`config.mk`:
```
export PLATFORM = sky130hd
export DESIGN_NAME = au_neg_mp_seq
export DESIGN_NICKNAME = d
export VERILOG_FILES = /design/src/rtl/au_neg_mp_seq_pkg.sv /design/src/rtl/au_neg_mp_seq_neg.sv /design/src/rtl/au_neg_mp_seq.sv
export SDC_FILE = /design/constraint.sdc
export NUM_CORES = 1
export LEC_CHECK = 0
export CORE_ASPECT_RATIO = 1.2
export CORE_MARGIN = 5
export CORE_UTILIZATION = 35
export DETAILED_ROUTE_END_ITERATION = 8
export GPL_TIMING_DRIVEN = 0
export HOLD_SLACK_MARGIN = 0.1
export PLACE_DENSITY = 0.66
export SYNTH_ARGS = -nofsm -noshare
export SYNTH_HDL_FRONTEND = slang
export SYNTH_SLANG_ARGS = --single-unit
```
`constraint.sdc`:
```
create_clock -name clk -period 1.9 [get_ports clk]
set_input_delay 0.38 -clock clk [delete_from_list [all_inputs] [get_ports clk]]
set_output_delay 0.38 -clock clk [all_outputs]
set_load 0.01 [all_outputs]
```
`src/rtl/au_neg_mp_seq_pkg.sv`:
```
// Shared helpers for the word-serial multi-precision negator:
// ceiling log2 and the derived word-counter width.
package au_neg_mp_seq_pkg;

    function automatic int clog2(input int value);
        int result;
        result = 0;
        for (int k = 0; k < 32; k++) begin
            if ((32'sd1 <<< result) < value) begin
                result = result + 1;
            end else begin
                result = result;
            end
        end
        return result;
    endfunction

    // Counter must hold 0..NWORDS-1 and never collapse to zero bits.
    function automatic int cnt_width(input int nwords);
        return (clog2(nwords) < 1) ? 1 : clog2(nwords);
    endfunction

endpackage

```
`src/rtl/au_neg_mp_seq_neg.sv`:
```
// Single-word two's-complement negate: bit i flips when any lower bit is set.
// ARCH selects how the lower-bit OR prefix is built (ripple / Kogge-Stone / Sklansky).
module au_neg_mp_seq_neg
    import au_neg_mp_seq_pkg::*;
#(
    parameter int WIDTH = 8,
    parameter int ARCH  = 0
) (
    input  logic [WIDTH-1:0] x_i,
    output logic [WIDTH-1:0] neg_o
);

    localparam int LEVELS = clog2(WIDTH);

    logic [WIDTH-1:0] pfx_s;
    logic [WIDTH-1:0] tmp_s;

    // Inclusive OR prefix: pfx_s[i] = |x_i[i:0].
    always_comb begin
        pfx_s = x_i;
        tmp_s = x_i;
        case (ARCH)
            1: begin
                for (int l = 0; l < LEVELS; l++) begin
                    tmp_s = pfx_s;
                    for (int i = 0; i < WIDTH; i++) begin
                        if (i >= (1 << l)) begin
                            pfx_s[i] = tmp_s[i] | tmp_s[i - (1 << l)];
                        end else begin
                            pfx_s[i] = tmp_s[i];
                        end
                    end
                end
            end
            2: begin
                for (int l = 0; l < LEVELS; l++) begin
                    tmp_s = pfx_s;
                    for (int i = 0; i < WIDTH; i++) begin
                        if (((i >> l) & 1) == 1) begin
                            pfx_s[i] = tmp_s[i] | tmp_s[((i >> l) << l) - 1];
                        end else begin
                            pfx_s[i] = tmp_s[i];
                        end
                    end
                end
            end
            default: begin
                for (int i = 1; i < WIDTH; i++) begin
                    pfx_s[i] = pfx_s[i-1] | x_i[i];
                end
            end
        endcase
    end

    // Negation keeps bits up to and including the lowest set bit, inverts the rest.
    always_comb begin
        neg_o    = x_i;
        neg_o[0] = x_i[0];
        for (int i = 1; i < WIDTH; i++) begin
            neg_o[i] = x_i[i] ^ pfx_s[i-1];
        end
    end

endmodule

```
`src/rtl/au_neg_mp_seq.sv`:
```
// Word-serial multi-precision two's complementer, LS word first, with the +1
// carry chained across cycles and zero / -MIN flags on the final word.
module au_neg_mp_seq
    import au_neg_mp_seq_pkg::*;
#(
    parameter int WIDTH  = 8,
    parameter int NWORDS = 4,
    parameter int ARCH   = 0
) (
    input  logic             clk,
    input  logic             rst,
    input  logic             clr,
    input  logic             in_valid,
    output logic             in_ready,
    input  logic [WIDTH-1:0] in_data,
    output logic             out_valid,
    input  logic             out_ready,
    output logic [WIDTH-1:0] out_data,
    output logic             out_last,
    output logic             out_zero,
    output logic             out_ovf
);

    localparam int               CNT_W    = cnt_width(NWORDS);
    localparam logic [CNT_W-1:0] CNT_LAST = CNT_W'(NWORDS - 1);
    localparam logic [WIDTH-1:0] MIN_WORD = WIDTH'(1) << (WIDTH - 1);

    logic [CNT_W-1:0] cnt_q, cnt_d;
    logic             cy_q, cy_d;
    logic             out_valid_q, out_valid_d;
    logic [WIDTH-1:0] out_data_q, out_data_d;
    logic             out_last_q, out_last_d;
    logic             out_zero_q, out_zero_d;
    logic             out_ovf_q, out_ovf_d;

    logic             xfer_s;
    logic             ci_s;
    logic             lst_s;
    logic             in_zero_s;
    logic             in_min_s;
    logic [WIDTH-1:0] neg_s;

    au_neg_mp_seq_neg #(.WIDTH(WIDTH), .ARCH(ARCH)) u_neg (
        .x_i   (in_data),
        .neg_o (neg_s)
    );

    assign in_ready  = !clr && (!out_valid_q || out_ready);
    assign xfer_s    = in_valid && in_ready;
    assign ci_s      = (cnt_q == '0) ? 1'b1 : cy_q;
    assign lst_s     = (cnt_q == CNT_LAST);
    assign in_zero_s = (in_data == '0);
    assign in_min_s  = (in_data == MIN_WORD);

    // Next-state: clr aborts the operand, otherwise load on transfer or drain on ready.
    always_comb begin
        cnt_d       = cnt_q;
        cy_d        = cy_q;
        out_valid_d = out_valid_q;
        out_data_d  = out_data_q;
        out_last_d  = out_last_q;
        out_zero_d  = out_zero_q;
        out_ovf_d   = out_ovf_q;
        if (clr) begin
            cnt_d       = '0;
            cy_d        = 1'b1;
            out_valid_d = 1'b0;
        end else if (xfer_s) begin
            // Once the carry dies, remaining words are just inverted.
            out_data_d  = ci_s ? neg_s : ~in_data;
            cy_d        = ci_s && in_zero_s;
            out_last_d  = lst_s;
            out_zero_d  = lst_s && ci_s && in_zero_s;
            out_ovf_d   = lst_s && ci_s && in_min_s;
            cnt_d       = lst_s ? '0 : cnt_q + CNT_W'(1);
            out_valid_d = 1'b1;
        end else if (out_ready) begin
            out_valid_d = 1'b0;
        end else begin
            out_valid_d = out_valid_q;
        end
    end

    // State and output register with synchronous reset.
    always_ff @(posedge clk) begin
        if (rst) begin
            cnt_q       <= '0;
            cy_q        <= 1'b1;
            out_valid_q <= 1'b0;
            out_data_q  <= '0;
            out_last_q  <= 1'b0;
            out_zero_q  <= 1'b0;
            out_ovf_q   <= 1'b0;
        end else begin
            cnt_q       <= cnt_d;
            cy_q        <= cy_d;
            out_valid_q <= out_valid_d;
            out_data_q  <= out_data_d;
            out_last_q  <= out_last_d;
            out_zero_q  <= out_zero_d;
            out_ovf_q   <= out_ovf_d;
        end
    end

    assign out_valid = out_valid_q;
    assign out_data  = out_data_q;
    assign out_last  = out_last_q;
    assign out_zero  = out_zero_q;
    assign out_ovf   = out_ovf_q;

endmodule
```
==> Word-level counts from Yosys, hierarchy flattened <==
Index checks and enable logic that the tools add are counted.
{ "op_classes": {"addsub": 1, "n_eq_ne": 2, "n_mux": 5, "bitwise_logic": 15, "n_reduce_logical": 14} }
{ "ops": {"columns": ["operator", "n"], "rows": [
  ["== test 8 bit (second input constant)", 1],
  ["logical NOT 8 bit", 1],
  ["2-to-1 mux 8 bit", 1],
  ["inverter 8 bit", 1],
  ["XOR 1 bit", 7],
  ["logical AND 1 bit", 6],
  ["bitwise OR 1 bit", 6],
  ["2-to-1 mux 1 bit", 3],
  ["adder 2 x 1 -> 2 bit (second input constant)", 1],
  ["== test 2 bit (second input constant)", 1],
  ["logical NOT 1 bit", 2],
  ["logical NOT 2 bit", 1],
  ["2-to-1 mux 2 bit", 1],
  ["AND reduction 2 bit", 1],
  ["nonzero test 2 bit", 1],
  ["OR reduction 2 bit", 1],
  ["logical OR 1 bit", 1],
  ["inverter 1 bit", 1]
]} }
{ "word_totals": {"reg_bits": 15, "inputBits": 13, "wordCells": 44} }

==> Logic depth before layout (Yosys ltp) <==
Gate-level depths: netlist of the first run.
{ "depth": {"word_depth": 8, "ltp_mapped": 10} }

==> Modules after synthesis <==
A second synthesis of the first run with hierarchy kept.
{ "unflattened": {"hier_cells": 99, "hier_area_um2": 858.3} }
{ "by_module_without_submodules": {"columns": ["mod", "n_inst", "cells_per_inst", "area_each_um2"], "rows": [
  ["au_neg_mp_seq", 1, 84, 740.7],
  ["au_neg_mp_seq_neg", 1, 15, 117.6]
]} }

==> Worst setup path before layout of the first run <==
No wires, ideal clock.
{ "synth_path": {"kind": "input port to flip-flop", "start": "input in_data[0]", "end": "register out_data_q[7] (netlist: out_data[7])", "setup_time_ns": 0.132, "arrival_ns": 1.777, "t_required_ns": 1.768, "path_slack_ns": -0.010, "stages": 10, "path_buffers": 0, "cell_sequence": "inv_1 ha_1 ha_1 ha_1 ha_1 ha_1 ha_1 and3_1 o21ai_1 a21oi_1"} }
{ "synth_between": {"elab_chain_cells": 8} }
{ "synth_rtl": {"columns": ["element", "line", "rtl"], "rows": [
  ["start, declared", "au_neg_mp_seq.sv:15", "input logic [WIDTH-1:0] in_data,"],
  ["bitwise OR 1 bit (6 in a row)", "au_neg_mp_seq_neg.sv:49", "pfx_s[i] = pfx_s[i-1] | x_i[i];"],
  ["XOR 1 bit", "au_neg_mp_seq_neg.sv:60", "neg_o[i] = x_i[i] ^ pfx_s[i-1];"],
  ["2-to-1 mux 8 bit", "au_neg_mp_seq.sv:70", "out_data_d = ci_s ? neg_s : ~in_data;"],
  ["end signal, assigned", "au_neg_mp_seq.sv:98", "out_data_q <= out_data_d;"],
  ["end, declared", "au_neg_mp_seq.sv:31", "logic [WIDTH-1:0] out_data_q, out_data_d;"]
]} }
Every way passes these cells.
A chain may end at the register's enable or synchronous reset.

==> Worst setup path after layout of the first run <==
{ "layout_path": {"start": "input in_data[1]", "end": "register out_data_q[7] (netlist: out_data[7])"} }
The elaborated chain is that of the path after synthesis.

==> results of run 1 <==
==> power breakdown <==
group | switching, mW | leakage, nW | total [mW] | internal, mW
registers | 0.00699 | 0.123 | 0.334 | 0.327
logic | 0.0607 | 0.307 | 0.127 | 0.0666
clock network | 0.104 | 0.0177 | 0.182 | 0.0780
==> cell usage after synthesis, types with 2 or more instances <==
| library cell | number | area [um2] |
|---|---|---|
| a21oi_1 | 13 | 65.1 |
| nor2_1 | 13 | 48.8 |
| dfxtp_1 | 15 | 300 |
| o21a_1 | 2 | 15.0 |
| buf_2 | 2 | 10.0 |
| nor2b_1 | 2 | 12.5 |
| o211ai_1 | 2 | 15.0 |
| nand2_1 | 11 | 41.3 |
| ha_1 | 8 | 100 |
| a211oi_1 | 5 | 37.5 |
| inv_1 | 9 | 33.8 |
| nor3_1 | 2 | 10.0 |
| clkbuf_1 | 2 | 7.51 |
==> through the flow <==
step / setup slack, ns / cell area [um2]
after floorplan: -0.00984 / 798
after global placement: -0.627 / 1090
after detailed placement: -0.682 / 1090
after CTS: 0.00683 / 1120
after global routing: 0.00175 / 1150
final: 0.0622 / 1150
==> what timing repair did <==
item / 4_1_cts / 5_1_grt
resized for setup: 10 / 8
pin swaps: 3 / 2
setup endpoints to repair: 4 / 2
cloned: 0 / 0
==> layer usage <==
layer | vias up | wire [um] | global-route usage (%)
met5 | - | 0 | 0
met4 | 0 | 50 | 6.71
met3 | 8 | 103 | 3.35
met2 | 29 | 1000 | 21.3
met1 | 345 | 747 | 14.4
li1 | 395 | - | -
==> layout by cell type (no fill, tap or decap), types with 3 or more instances in the layout <==
cell type / count
dfxtp_1: 15
a211oi_1: 4
nor2_1: 13
a21oi_1: 12
clkbuf_4: 3
clkdlybuf4s50_1: 20
ha_2: 5
dlygate4sd2_1: 3
inv_1: 9
nand2_1: 11
==> sequential cells by signal, summed over array words and instances, names as in the netlist <==
signal and cells:
cy_q 1, cnt_q 2, out_data 8, out_ovf 1, out_zero 1, out_last 1, out_valid 1
==> logic make-up (layout without fill, tap and decap cells) <==
family | Yosys count | in the layout | synth area share [%]
and+or+nand+nor | 38 | 38 | 25.1
buffers and inverters | 13 | 42 | 6.43
AOI/OAI and AO/OA | 23 | 23 | 17.2
xor gates and xnor gates | 1 | 1 | 1.10
adders and majority gates | 8 | 8 | 12.5
DFF | 15 | 15 | 37.6
==> cell type report <==
cell class / instances / area share [%]
Timing Repair Buffer: 25 / 21.2
Tap cell: 31 / 3.37
Clock inverter: 1 / 0.435
Inverter: 9 / 2.93
Sequential cell: 15 / 26.1
Buffer: 4 / 1.52
Multi-Input combinational cell: 70 / 42.5
Clock buffer: 3 / 1.96
==> critical path: cells and delay by family <==
family / cells / cell delay (ns)
and+or+nand+nor: 1 / 0.16
adders and majority gates: 6 / 1.01
buffers and inverters: 2 / 0.26
AOI/OAI and AO/OA: 2 / 0.19
==> how the worst max path moves through the flow <==
stage | from | endpoint | slack, ns | cells past startpoint
after CTS | in_data[0] | out_data[7] | 0.007 | 11
after detailed placement | in_data[0] | out_data[7] | -0.68 | 11
after floorplan | in_data[0] | out_data[7] | -0.01 | 10
after global routing | in_data[1] | out_data[7] | 0.002 | 11
after global placement | in_data[0] | out_data[7] | -0.63 | 11
final | in_data[1] | out_data[7] | 0.06 | 11
==> impl_metrics.ini, run 1 <==
[clock_tree]
cts_tree = built
htreeDepth = 1
cts-root-buf = clkbuf_4
clk_latency_ns = 0.28
holdBufCountCts = 0
numCtsBuffers = 3
clk_pin_slew_worst_paths_ns = 0.09
cts.path.max_buffers = 2
post_cts.repair.setup_buffers = 0
cts.sinks = 15

[synth]
synth_warnings = 0
syn_area_um2 = 798
ys_ff_latch = 15
synth.distinct_cells = 25
async_flop_share_pct = 0
synth_cells = 98
ys_seq_area_share_pct = 37.6
syn_avg_cell_area_um2 = 8.15
synthesis.nets = 119
ys.flop_type = dfxtp_1
synth_edf_count = 0

[grt]
grt_antenna_before_repair = 0
gr-total-overflow = 0
grt_max_degree = 11
grtUsageTotal_pct = 12.8
first_global_vias = 790
grt_pass1_wl_mm = 3.28

[placement]
dp.cells = 154
gp_congestion = 0.794
port-buffer-count = 25
dp_hpwl_mm = 1.47

[sta]
finalHoldViolations = 0
min_period_over_period_pct = 96.7
fin_setup_tns_ns = 0
fin_hold_ws_ns = 0.424
period_minus_slack_ns = 1.84
rsz0062_at_grt = no
worst_slew_pin_slew_ns = 0.523
slew_headroom_pct = 65.0
setup_violations = 0
fmax_mhz = 544
drv_slew = 0
skew_ns = 0.00243

[outcome]
status = complete, no violations

[power]
power.total_mw = 0.644
leakage_nw = 0.448
powerDensity_mw_per_mm2 = 559
vdd_drop_max_uv = 376

[drt]
firstDrtPassIters = 5
wl_per_cell_um = 12.0
postRouteAntennaNets = 0
route.detailed.drc = 0
wl_mm = 1.90
viasPerCell = 4.92
vias = 777
first_iter_violations = 4

[worst_setup_path]
worstSetupEndpointType = flop
slowest_delay_ns = 0.21
r2r-start = cnt_q[0]
worst_r2r_path_depth = 7
worstPathRequired_ns = 2.05
slowest_stage = dlygate4sd2_1
r2r-end = out_data[1]
start_kind = primary input
crit_arrival_ns = 1.99
rrSetupSlack_ns = 0.18
cp_max_fo = 2
path_cells = dlygate4sd2_1 > inv_1 > ha_2 > ha_2 > ha_2 > ha_2 > ha_2 > ha_4 > and3_4 > o21ai_2 > a21oi_1
critical_path_class = primary input to flop
crit_top_cell = ha_2

[worst_hold_path]
whs_endpoint = out_data[0]
hold_class = primary input to flop
min-delay-start = in_data[0]
hold_depth = 3

[cells_and_area]
postLayoutCoreUtil_pct = 51.5
multi_input_area_um2 = 489
nNetsFinal = 149
final_cells = 158
syn2layout_area_growth_pct = 44.2
drive_gt1_share_pct = 15.7
regArea_um2 = 300
antenna_cells = 0
fill_cells = 233

[floorplanning]
die_w_um = 53.6
pin_count = 26
fp.dieArea_mm2 = 0.00334
coreArea_mm2 = 0.00223
die_h_um = 62.3
initial_core_util_pct = 35.7
row_count = 19

[flow_run]
maxCapViolCount = 0
(Power assumes the default switching activity.)
==> inputs of run 2 (changes only) <==
Settings changed: CTS_CLUSTER_SIZE set to 40.
==> results of run 2 <==
Final layout, timing and power as in run 1 (identical DEF).
==> inputs of run 3 (changes only) <==
Settings changed: PLACE_DENSITY 0.66 to 0.75.
==> run 3 against run 2 <==
Compared with the run above: power down 1.2%; largest cell class unchanged; clock power down 2%; critical path depth is the same.
==> impl_metrics.ini, run 3 (synthesized netlist as in run 1, its figures left out) <==
[placement]
dp.cells = 154
gp_congestion = 0.807
port-buffer-count = 25
dp_hpwl_mm = 1.53
dp_slack_ns = -0.668

[cells_and_area]
syn2layout_area_growth_pct = 41.5
fill_cells = 222
nNetsFinal = 149
drive_gt1_share_pct = 11.8
largest_register_ffs = 8
final_common_cell = clkdlybuf4s50_1
multi_input_area_um2 = 472
regArea_um2 = 300
postLayoutCoreUtil_pct = 50.6
antenna_cells = 0
final_cells = 158
final_cell_mix = clkdlybuf4s50_1 (20), dfxtp_1 (15), nor2_1 (13), a21oi_1 (13), nand2_1 (11)

[clock_tree]
htreeDepth = 1
numCtsBuffers = 3
cts_tree = built
holdBufCountCts = 0
cts.sinks = 15
clk_latency_ns = 0.28
cts.path.max_buffers = 2
cts-root-buf = clkbuf_4
post_cts.repair.setup_buffers = 0
clk_pin_slew_worst_paths_ns = 0.09

[sta]
setup_violations = 0
fin_hold_ws_ns = 0.427
slew_headroom_pct = 64.9
skew_ns = 0.00526
period_minus_slack_ns = 1.82
timing.final.ws_setup_ns = 0.0750
worst_slew_pin_slew_ns = 0.525
drv_slew = 0
min_period_over_period_pct = 96.1
rsz0062_at_grt = no
finalHoldViolations = 0
fmax_mhz = 548

[floorplanning]
initial_core_util_pct = 35.7
pin_count = 26
die_w_um = 53.6
coreArea_mm2 = 0.00223
fp.dieArea_mm2 = 0.00334
row_count = 19
die_h_um = 62.3

[worst_setup_path]
critPathLaunch = in_data[1]
critical_path_class = primary input to flop
worstPathRequired_ns = 2.06
r2r-start = cnt_q[0]
crit_arrival_ns = 1.98
worstSetupEndpointType = flop
start_kind = primary input
cp_max_fo = 2

[grt]
grtUsageTotal_pct = 12.9
grt_antenna_before_repair = 0
grt_pass1_wl_mm = 3.28
grt_max_degree = 11
first_global_vias = 801
gr-total-overflow = 0

[flow_run]
maxCapViolCount = 0

[drt]
postRouteAntennaNets = 0
firstDrtPassIters = 4
viasPerCell = 4.85
vias = 766
wl_per_cell_um = 11.8
first_iter_violations = 13
route.detailed.drc = 0
wl_mm = 1.87

[power]
power.total_mw = 0.636
leakage_nw = 0.436
powerDensity_mw_per_mm2 = 563
vdd_drop_max_uv = 412

[worst_hold_path]
hold_class = primary input to flop
min-delay-start = in_data[0]

[outcome]
status = complete, no violations
==> run 3: stage by stage <==
stage               TNS [ns]  cell area [um2]
floorplan           -0.00984              798
global placement       -2.39             1090
detailed placement     -2.76             1090
CTS                        0             1120
global route               0             1130
finish                     0             1130
==> run 3: layout make-up <==
| class | instances | share of cell area, % |
|---|---|---|
| buffer | 4 | 1.55 |
| clock buffer | 4 | 2.33 |
| inverter | 9 | 2.99 |
| multi-input combinational | 70 | 41.7 |
| sequential | 15 | 26.6 |
| tap | 31 | 3.43 |
| timing repair buffer | 25 | 21.4 |
==> run 3: path summary, 6_finish.rpt <==
check / endpoint / slack [ns] / cells after the start
max: out_data[7] / 0.08 / 11
min: out_data[0] / 0.43 / 3
max reg2reg: out_data[7] / 0.22 / 7
min reg2reg: out_data[5] / 0.45 / 2
==> run 3: power breakdown <==
part | switching [mW] | internal (mW) | total, mW
Combinational | 0.0586 | 0.0651 | 0.124
Clock | 0.0967 | 0.0816 | 0.178
Sequential | 0.00673 | 0.327 | 0.334
==> run 3: worst max-delay path, stage by stage <==
cell             delay [ns]
clkdlybuf4s15_1        0.18
inv_1                  0.05
ha_2                   0.19
ha_2                   0.16
ha_2                   0.16
ha_2                   0.16
ha_2                   0.18
ha_4                   0.15
and3_1                 0.15
o21ai_1                0.13
a21oi_1                0.08
==> run 3: routing by layer <==
metal	vias up	part of all wire (%)	global-route usage, %
met4	0	2.4	7.03
met5	-	0	0
met2	15	56	24.2
li1	392	-	-
met1	353	38	11.9
met3	6	3.1	2.87
==> run 3: what timing repair did <==
| action | in CTS | in global routing |
|---|---|---|
| pin swaps | 3 | 3 |
| hold endpoints to repair | 0 | 0 |
| gates cloned | 0 | 0 |
| endpoints found under the setup margin | 4 | 2 |
| gates resized for setup | 10 | 5 |
